**config.mk**
```make
export PLATFORM = sky130hd
export DESIGN_NAME = light_monitor_flat
export DESIGN_NICKNAME = d
export VERILOG_FILES = /design/src/rtl/light_monitor_if.sv /design/src/rtl/light_monitor.sv /design/src/flat_wrapper.sv
export SDC_FILE = /design/constraint.sdc
export NUM_CORES = 1
export LEC_CHECK = 0
export CAP_MARGIN = 15
export CORE_MARGIN = 2
export CORE_UTILIZATION = 52
export CTS_CLUSTER_SIZE = 12
export DETAILED_ROUTE_END_ITERATION = 8
export PLACE_DENSITY = 0.78
export SETUP_SLACK_MARGIN = 0.02
export SLEW_MARGIN = 25
export SYNTH_ARGS = -nofsm -noshare
export SYNTH_HDL_FRONTEND = slang
export SYNTH_SLANG_ARGS = --single-unit
export TNS_END_PERCENT = 10
```
**constraint.sdc**
```tcl
create_clock -name clk -period 2.2 [get_ports clk]
set_input_delay 0.66 -clock clk [delete_from_list [all_inputs] [get_ports clk]]
set_output_delay 0.66 -clock clk [all_outputs]
set_load 0.01 [all_outputs]
```
**src/rtl/light_monitor_if.sv**
```systemverilog
// Signal bundle between the traffic-light color stream and its monitor.
// The sample side drives the master modport; light_monitor sits on the slave modport.
interface light_monitor_if;
    logic       en;
    logic [1:0] color;
    logic       clr_err;
    logic       locked;
    logic [1:0] cur_color;
    logic       seq_err;
    logic       code_err;
    logic       dwell_err;
    logic       err_sticky;
    logic [7:0] cycle_count;

    modport master (
        output en, color, clr_err,
        input  locked, cur_color, seq_err, code_err, dwell_err, err_sticky, cycle_count
    );

    modport slave (
        input  en, color, clr_err,
        output locked, cur_color, seq_err, code_err, dwell_err, err_sticky, cycle_count
    );
endinterface

```
**src/rtl/light_monitor.sv**
```systemverilog
// Locks onto the red->green->yellow color stream, enforces per-color dwell
// limits, flags illegal codes and out-of-order changes, counts light cycles.
//
// state  | meaning
// SYNC   | not tracking; waiting for a red sample to lock
// RED    | locked, last accepted color red
// GREEN  | locked, last accepted color green
// YELLOW | locked, last accepted color yellow
module light_monitor #(
    parameter int MIN_DWELL = 1,
    parameter int MAX_DWELL = 1
) (
    input  logic           clk,
    input  logic           reset,
    light_monitor_if.slave mon
);
    typedef enum logic [1:0] {SYNC, RED, GREEN, YELLOW} state_t;

    localparam logic [7:0] MIN_D = 8'(MIN_DWELL);
    localparam logic [7:0] MAX_D = 8'(MAX_DWELL);

    state_t     state_q, state_d;
    logic [7:0] dwell_q, dwell_d;
    logic [7:0] count_q, count_d;
    logic       seq_err_q, seq_err_d;
    logic       code_err_q, code_err_d;
    logic       dwell_err_q, dwell_err_d;
    logic       sticky_q, sticky_d;
    logic       locked_q, locked_d;
    logic [1:0] cur_color_q, cur_color_d;

    function automatic logic [1:0] color_of(input state_t s);
        case (s)
            RED:     color_of = 2'b00;
            GREEN:   color_of = 2'b01;
            YELLOW:  color_of = 2'b10;
            default: color_of = 2'b00;
        endcase
    endfunction

    function automatic state_t next_of(input state_t s);
        case (s)
            RED:     next_of = GREEN;
            GREEN:   next_of = YELLOW;
            YELLOW:  next_of = RED;
            default: next_of = SYNC;
        endcase
    endfunction

    always_comb begin
        state_d     = state_q;
        dwell_d     = dwell_q;
        count_d     = count_q;
        seq_err_d   = 1'b0;
        code_err_d  = 1'b0;
        dwell_err_d = 1'b0;
        if (mon.en) begin
            if (mon.color == 2'b11) begin
                code_err_d = 1'b1;
                state_d    = SYNC;
                dwell_d    = 8'd0;
            end else if (state_q == SYNC) begin
                if (mon.color == 2'b00) begin
                    state_d = RED;
                    dwell_d = 8'd1;
                end
            end else if (mon.color == color_of(state_q)) begin
                if (dwell_q < MAX_D) begin
                    dwell_d = dwell_q + 8'd1;
                end else begin
                    dwell_err_d = 1'b1;
                    state_d     = SYNC;
                    dwell_d     = 8'd0;
                end
            end else if (mon.color == color_of(next_of(state_q))) begin
                if (dwell_q < MIN_D) begin
                    dwell_err_d = 1'b1;
                    state_d     = SYNC;
                    dwell_d     = 8'd0;
                end else begin
                    state_d = next_of(state_q);
                    dwell_d = 8'd1;
                    if (state_q == YELLOW) count_d = count_q + 8'd1;
                end
            end else begin
                seq_err_d = 1'b1;
                state_d   = SYNC;
                dwell_d   = 8'd0;
            end
        end
        // clear acts even with en low; a same-edge error still sets
        sticky_d    = seq_err_d | code_err_d | dwell_err_d | (sticky_q & ~mon.clr_err);
        locked_d    = (state_d != SYNC);
        cur_color_d = color_of(state_d);
    end

    always_ff @(posedge clk or negedge reset) begin
        if (!reset) begin
            state_q     <= SYNC;
            dwell_q     <= 8'd0;
            count_q     <= 8'd0;
            seq_err_q   <= 1'b0;
            code_err_q  <= 1'b0;
            dwell_err_q <= 1'b0;
            sticky_q    <= 1'b0;
            locked_q    <= 1'b0;
            cur_color_q <= 2'b00;
        end else begin
            state_q     <= state_d;
            dwell_q     <= dwell_d;
            count_q     <= count_d;
            seq_err_q   <= seq_err_d;
            code_err_q  <= code_err_d;
            dwell_err_q <= dwell_err_d;
            sticky_q    <= sticky_d;
            locked_q    <= locked_d;
            cur_color_q <= cur_color_d;
        end
    end

    assign mon.locked      = locked_q;
    assign mon.cur_color   = cur_color_q;
    assign mon.seq_err     = seq_err_q;
    assign mon.code_err    = code_err_q;
    assign mon.dwell_err   = dwell_err_q;
    assign mon.err_sticky  = sticky_q;
    assign mon.cycle_count = count_q;
endmodule

```
**src/flat_wrapper.sv**
```systemverilog
// flat-port wrapper written by rule: the top's interface ports become plain ports
module light_monitor_flat 
#(
    parameter int MIN_DWELL = 1,
    parameter int MAX_DWELL = 1
)
  (clk, reset, mon_en, mon_color, mon_clr_err, mon_locked, mon_cur_color, mon_seq_err, mon_code_err, mon_dwell_err, mon_err_sticky, mon_cycle_count);
  light_monitor_if mon_i ();
  input  logic clk;
  input  logic reset;
  input wire logic [$bits(mon_i.en)-1:0] mon_en;
  input wire logic [$bits(mon_i.color)-1:0] mon_color;
  input wire logic [$bits(mon_i.clr_err)-1:0] mon_clr_err;
  output wire logic [$bits(mon_i.locked)-1:0] mon_locked;
  output wire logic [$bits(mon_i.cur_color)-1:0] mon_cur_color;
  output wire logic [$bits(mon_i.seq_err)-1:0] mon_seq_err;
  output wire logic [$bits(mon_i.code_err)-1:0] mon_code_err;
  output wire logic [$bits(mon_i.dwell_err)-1:0] mon_dwell_err;
  output wire logic [$bits(mon_i.err_sticky)-1:0] mon_err_sticky;
  output wire logic [$bits(mon_i.cycle_count)-1:0] mon_cycle_count;
  assign mon_i.en = mon_en;
  assign mon_i.color = mon_color;
  assign mon_i.clr_err = mon_clr_err;
  assign mon_locked = mon_i.locked;
  assign mon_cur_color = mon_i.cur_color;
  assign mon_seq_err = mon_i.seq_err;
  assign mon_code_err = mon_i.code_err;
  assign mon_dwell_err = mon_i.dwell_err;
  assign mon_err_sticky = mon_i.err_sticky;
  assign mon_cycle_count = mon_i.cycle_count;
  light_monitor #(.MIN_DWELL(MIN_DWELL), .MAX_DWELL(MAX_DWELL)) u_core (.clk(clk), .reset(reset), .mon(mon_i));
endmodule
```
# [Word-level counts from Yosys, hierarchy flattened]
# Index checks and enable logic that the tools add are counted.
[word_totals] ff_bits=25 in_bits=6 out_inout_bits=15 elab_cells=81
[classes] add_sub_neg=2 n_lt_le_gt_ge=1 eq_ne=11 mux=44 bitwise=9 reduce_logical=5
[op_table] operator="$mux W8" count=5
[op_table] operator="$mux W2" count=19
[op_table] operator="$add A8 B1 Y8 const B" count=2
[op_table] operator="$mux W1" count=16
[op_table] operator="$eq A2 B2 Y1 const B" count=7
[op_table] operator="$pmux W2 S2" count=3
[op_table] operator="$lt A8 B1 Y1 const B" count=1
[op_table] operator="$reduce_and A7 Y1" count=1
[op_table] operator="$pmux W2 S3" count=1
[op_table] operator="$not A1 Y1" count=5
[op_table] operator="$eq A2 B2 Y1" count=2
[op_table] operator="$logic_not A2 Y1" count=2
[op_table] operator="$ne A3 B2 Y1 const B" count=1
[op_table] operator="$or A1 B1 Y1" count=3
[op_table] operator="$eq A2 B1 Y1 const B" count=1
[op_table] operator="$reduce_and A2 Y1" count=1
[op_table] operator="$reduce_bool A2 Y1" count=1
[op_table] operator="$and A1 B1 Y1" count=1

# [Longest topological paths before layout]
[logic_depth] depth_word=25 depth_mapped=8 ltp_nobuf=7

# [Least setup slack after synthesis]
# OpenSTA, ideal clock, no wires.
[synth_path] kind="input port to flip-flop" startpoint="in mon_color[0]" endpoint="reg u_core.count_q[1] (netlist: u_core.mon.cycle_count[1])" setup_time_ps=125 arrival_time_ps=1951 required_time_ps=2075 slack_ps=124 cell_stages=5 n_path_buf=1 path_cell_list="buf_4 > xnor2_1 > a211o_2 > nor3_4 > mux2_2"
[synth_via] elab_chain_cells=3 word_cells_on_any_way=6 classes_between="3 x eq/ne; 2 x bitwise; 1 x reduce/logical"
[synth_rtl] element="start: declaration" line_no="flat_wrapper.sv:12" text="input wire logic [$bits(mon_i.color)-1:0] mon_color;"
[synth_rtl] element="$eq A2 B2 Y1 (on tied branches)" line_no="light_monitor.sv:58, light_monitor.sv:67"
[synth_rtl] element="$not A1 Y1 (no source line)"
[synth_rtl] element="$reduce_and A7 Y1 (no source line) (*)"
[synth_rtl] element="end signal: assignment" line_no="light_monitor.sv:111" text="count_q <= count_d;"
[synth_rtl] element="end: declaration" line_no="light_monitor.sv:24" text="logic [7:0] count_q, count_d;"
# Every way passes the cells marked *; elsewhere a longest branch is shown, timed or not.
# A chain may end at the register's enable or synchronous reset.

# [Worst setup path in the final report]
[layout_path] startpoint="reg u_core.state_q[0]" endpoint="reg u_core.sticky_q (netlist: u_core.mon.err_sticky)"
[layout_via] word_cells_on_any_way=35 classes_between="7 x eq/ne; 24 x mux; 3 x bitwise; 1 x reduce/logical"
[layout_lines] element="start: declaration" line_no="light_monitor.sv:22" text="state_t state_q, state_d;"
[layout_lines] element="start signal: assignment" line_no="light_monitor.sv:109" text="state_q <= state_d;"
[layout_lines] element="$eq A2 B2 Y1 / $eq A2 B1 Y1 (equally long branches)" line_no="light_monitor.sv:33, light_monitor.sv:42"
[layout_lines] element="$pmux W2 S3" line_no="light_monitor.sv:42" text="case (s)"
[layout_lines] element="$mux W2" line_no="light_monitor.sv:67" text="end else if (mon.color == color_of(state_q)) begin"
[layout_lines] element="$mux W2" line_no="light_monitor.sv:62" text="end else if (state_q == SYNC) begin"
[layout_lines] element="$mux W2" line_no="light_monitor.sv:58" text="if (mon.color == 2'b11) begin"
[layout_lines] element="$mux W2" line_no="light_monitor.sv:57" text="if (mon.en) begin"
[layout_lines] element="$eq A2 B2 Y1" line_no="light_monitor.sv:33" text="case (s)"
[layout_lines] element="$pmux W2 S2" line_no="light_monitor.sv:33"
[layout_lines] element="[5 not listed]"
[layout_lines] element="$mux W1" line_no="light_monitor.sv:75" text="end else if (mon.color == color_of(next_of(state_q))) begin"
[layout_lines] element="$mux W1" line_no="light_monitor.sv:67"
[layout_lines] element="$mux W1 (*)" line_no="light_monitor.sv:62"
[layout_lines] element="$mux W1 (*)" line_no="light_monitor.sv:58"
[layout_lines] element="$mux W1 (*)" line_no="light_monitor.sv:57"
[layout_lines] element="via u_core.dwell_err_d" line_no="light_monitor.sv:27" text="logic dwell_err_q, dwell_err_d;"
[layout_lines] element="$or A1 B1 Y1 (*) (2 in a row)" line_no="light_monitor.sv:92" text="sticky_d = seq_err_d | code_err_d | dwell_err_d | (sticky_q & ~mon.clr_err);"
[layout_lines] element="via u_core.sticky_d" line_no="light_monitor.sv:28" text="logic sticky_q, sticky_d;"
[layout_lines] element="end signal: assignment" line_no="light_monitor.sv:115" text="sticky_q <= sticky_d;"
[layout_lines] element="end: declaration" line_no="light_monitor.sv:28"
# Mark *: on every way through the listed nets, which the timed path passes. The rest lies on a longest branch. The select of a mux whose other input is x is not followed.

==> run metrics <==
outcome completed; DP HPWL ~2100 microns; synth warn 0; Routed WL approximately 2900 microns; CP required between 2 and 2.5 ns; post-synthesis cell count between 100 and 150; critical path endpoint category register; htree depth 1; Mapped Area about 1300 sq um; DRT iter0 DRCs 17; fin crit period around 2.1 ns; post-synthesis register bit count 25; CTS tree yes; max cap viols 0; Yosys top cell by area dfrtp_1; first-pass GRT wire length about 4500 microns; GRT Residual Overflow 0; Clock Tree Buf Depth 2; 1st-pass router iterations 4; final instance area 1730 sq um; diode count 0; Reg clk slew, reported paths about 0.14 ns; headroom to the max-slew limit 0.604; GR Util All Layers 0.210; synthesized area per cell roughly 10 sq um; fin crit share 0.950; initial core utilization 0.544; number of antenna violations at the first check in global routing 0; final setup vio count 0; RePlAce Congestion 0.838; Die Ht approximately 55 microns; full die area approximately 3000 sq um; vias per cell 5.51; DIE WIDTH approximately 55 microns; CTS root buffer clkbuf_4; Synth cell types 37; Hold Worst Slack ~0.49 ns; dominant cells by area after synthesis dfrtp_1 (46%), ha_1 (7.4%), xnor2_1 (5.2%); final net count roughly 180; Final ANT Viol Nets 0; clk_skew 0.00562 ns; fin util 0.697; PortBufs 20; maximum VDD drop between 0.6 and 0.7 mV; HP Class register to register; CTS Buf Count 3; Synth Area in Compound Gates 0.119; wire per inst roughly 14 microns; CP startpoint kind register; DRC viols 0; worst-path maximum fanout 5; core region area between 2000 and 2500 sq um; Post-Synth XOR/XNOR Area 0.0844; highest clock rate ~480 MHz; top cell type's share of synthesized area 0.464; Rows 18; commonest non-fill, non-tap cell in the layout dfrtp_1; most frequent cells in the layout dfrtp_1 (24), clkdlybuf4s50_1 (18), buf_4 (16); Fin. Hold Viols 0; area post-placement 1670 sq um; fin. max-slew vios 0; Synth Area in Adders 0.0742; Slew @ Worst Pin just under 0.6 ns; DR vias 1091; Lkg Pwr ~0.86 nW; layout cells sized above 1 0.185; Worst-Skew Late Latency 0.32 ns; Worst Setup Path Type register to register; setup TNS 0 ns; I/O pins 21; clock sink count 25; simple-gate area share of the yosys netlist 0.186; sequential area share after synthesis 0.464; vias in the first global route approximately 1.1k; mux cell area share after synthesis 0.0195; Crit path arrival time approximately 2.3 ns; power per cell area 879 nW/um^2; largest net degree at the start of global routing 26; layout overhead on the synthesized area 28.1%; total nets after synthesis 146; largest family of logic cells by synthesized area simple AND/OR/NAND/NOR gates
-- per-layer routing --
| metal | vias to the layer above | GRT usage | part of all wire | routed length (microns) |
|---|---|---|---|---|
| met1 | 523 | 0.236 | 0.44 | 1260 |
| li1 | 533 | - | - | - |
| met4 | 0 | 0.0813 | 0.015 | 42 |
| met5 | - | 0 | 0 | 0 |
| met3 | 6 | 0.0376 | 0.032 | 93 |
| met2 | 29 | 0.391 | 0.51 | 1470 |
-- per-stage QoR --
stage | std cells | setup slack, ns | power [mW]
after floorplan | 132 | 0.124 | 1.05
after global placement | 194 | -0.271 | 1.24
after detailed placement | 194 | -0.338 | 1.28
after CTS | 198 | 0.0197 | 1.48
after global routing | 198 | -0.0400 | 1.63
final | 198 | 0.111 | 1.52
-- Yosys cell counts (all sizes together) --
cell,number
xnor2,8
o31ai,3
nor4b,1
clkbuf,1
xor2,5
nor3,4
a22o,1
nand2,9
and2,1
nor2b,3
or4,1
o41a,1
a21o,1
o21ai,1
a21oi,7
a211oi,1
a22oi,1
o22ai,1
a2111oi,1
nand4,4
a222oi,1
ha,8
inv,10
nor2,16
buf,3
a31oi,2
o21bai,1
nand3,1
a211o,1
mux2,2
dfrtp,25
and3,6
and4,1
-- registers in the layout, summed over array words and instances, names as in the netlist --
| name | count |
|---|---|
| u_core.mon.err_sticky | 1 |
| u_core.mon.cycle_count | 8 |
| u_core.mon.locked | 1 |
| u_core.mon.seq_err | 1 |
| u_core.mon.code_err | 1 |
| u_core.mon.dwell_err | 1 |
| u_core.state_q | 2 |
| u_core.dwell_q | 8 |
| u_core.mon.cur_color | 2 |
-- report_power, final --
group          switching, mW  internal [mW]  leakage (nW)
Clock                  0.140         0.0693        0.0139
Sequential            0.0555          0.527         0.341
Combinational          0.391          0.335         0.500
Total                  0.587          0.931         0.855
-- logic make-up (layout without fill, tap and decap cells) --
family,after synthesis,in the layout
DFF,25,25
xor gates and xnor gates,13,13
buffers and inverters,14,50
muxes,2,2
adders and majority gates,8,8
and+or+nand+nor,47,47
AOI/OAI and AO/OA,23,23
-- cell type report --
type / count / area [sq um]
fill: 197 / 749
multi-input combinational: 93 / 674
sequential: 25 / 627
timing repair buffer: 36 / 322
inverter: 10 / 37.5
tap: 30 / 37.5
clock buffer: 3 / 22.5
clock inverter: 1 / 7.51
-- final timing paths --
check	startpoint	end	slack [ns]	depth (start not counted)
min in group asynchronous	reset	u_core.mon.cycle_count[2]	0.68	2
max in group asynchronous	reset	u_core.state_q[0]	1.26	2
setup / recovery	u_core.state_q[0]	u_core.mon.err_sticky	0.11	8
hold / removal	u_core.mon.cycle_count[7]	u_core.mon.cycle_count[7]	0.49	1
hold reg to reg	u_core.mon.cycle_count[7]	u_core.mon.cycle_count[7]	0.49	1
setup reg to reg	u_core.state_q[0]	u_core.mon.err_sticky	0.11	8
-- worst max-delay path, cell delays in order, from the launching register on --
cell	delay, ns
dfrtp_2	0.47
inv_1	0.15
ha_1	0.24
xnor2_2	0.14
a211o_2	0.19
buf_4	0.14
mux2_4	0.14
nor2_2	0.03
or4_1	0.48
-- timing repair --
action	in CTS	in global routing
setup buffers	0	0
pin swaps	1	0
resized for setup	1	7
endpoints found under the hold margin	0	0
hold buffers	0	0
setup endpoints to repair	4	10
Note: power is estimated with default switching activity, not from simulation.
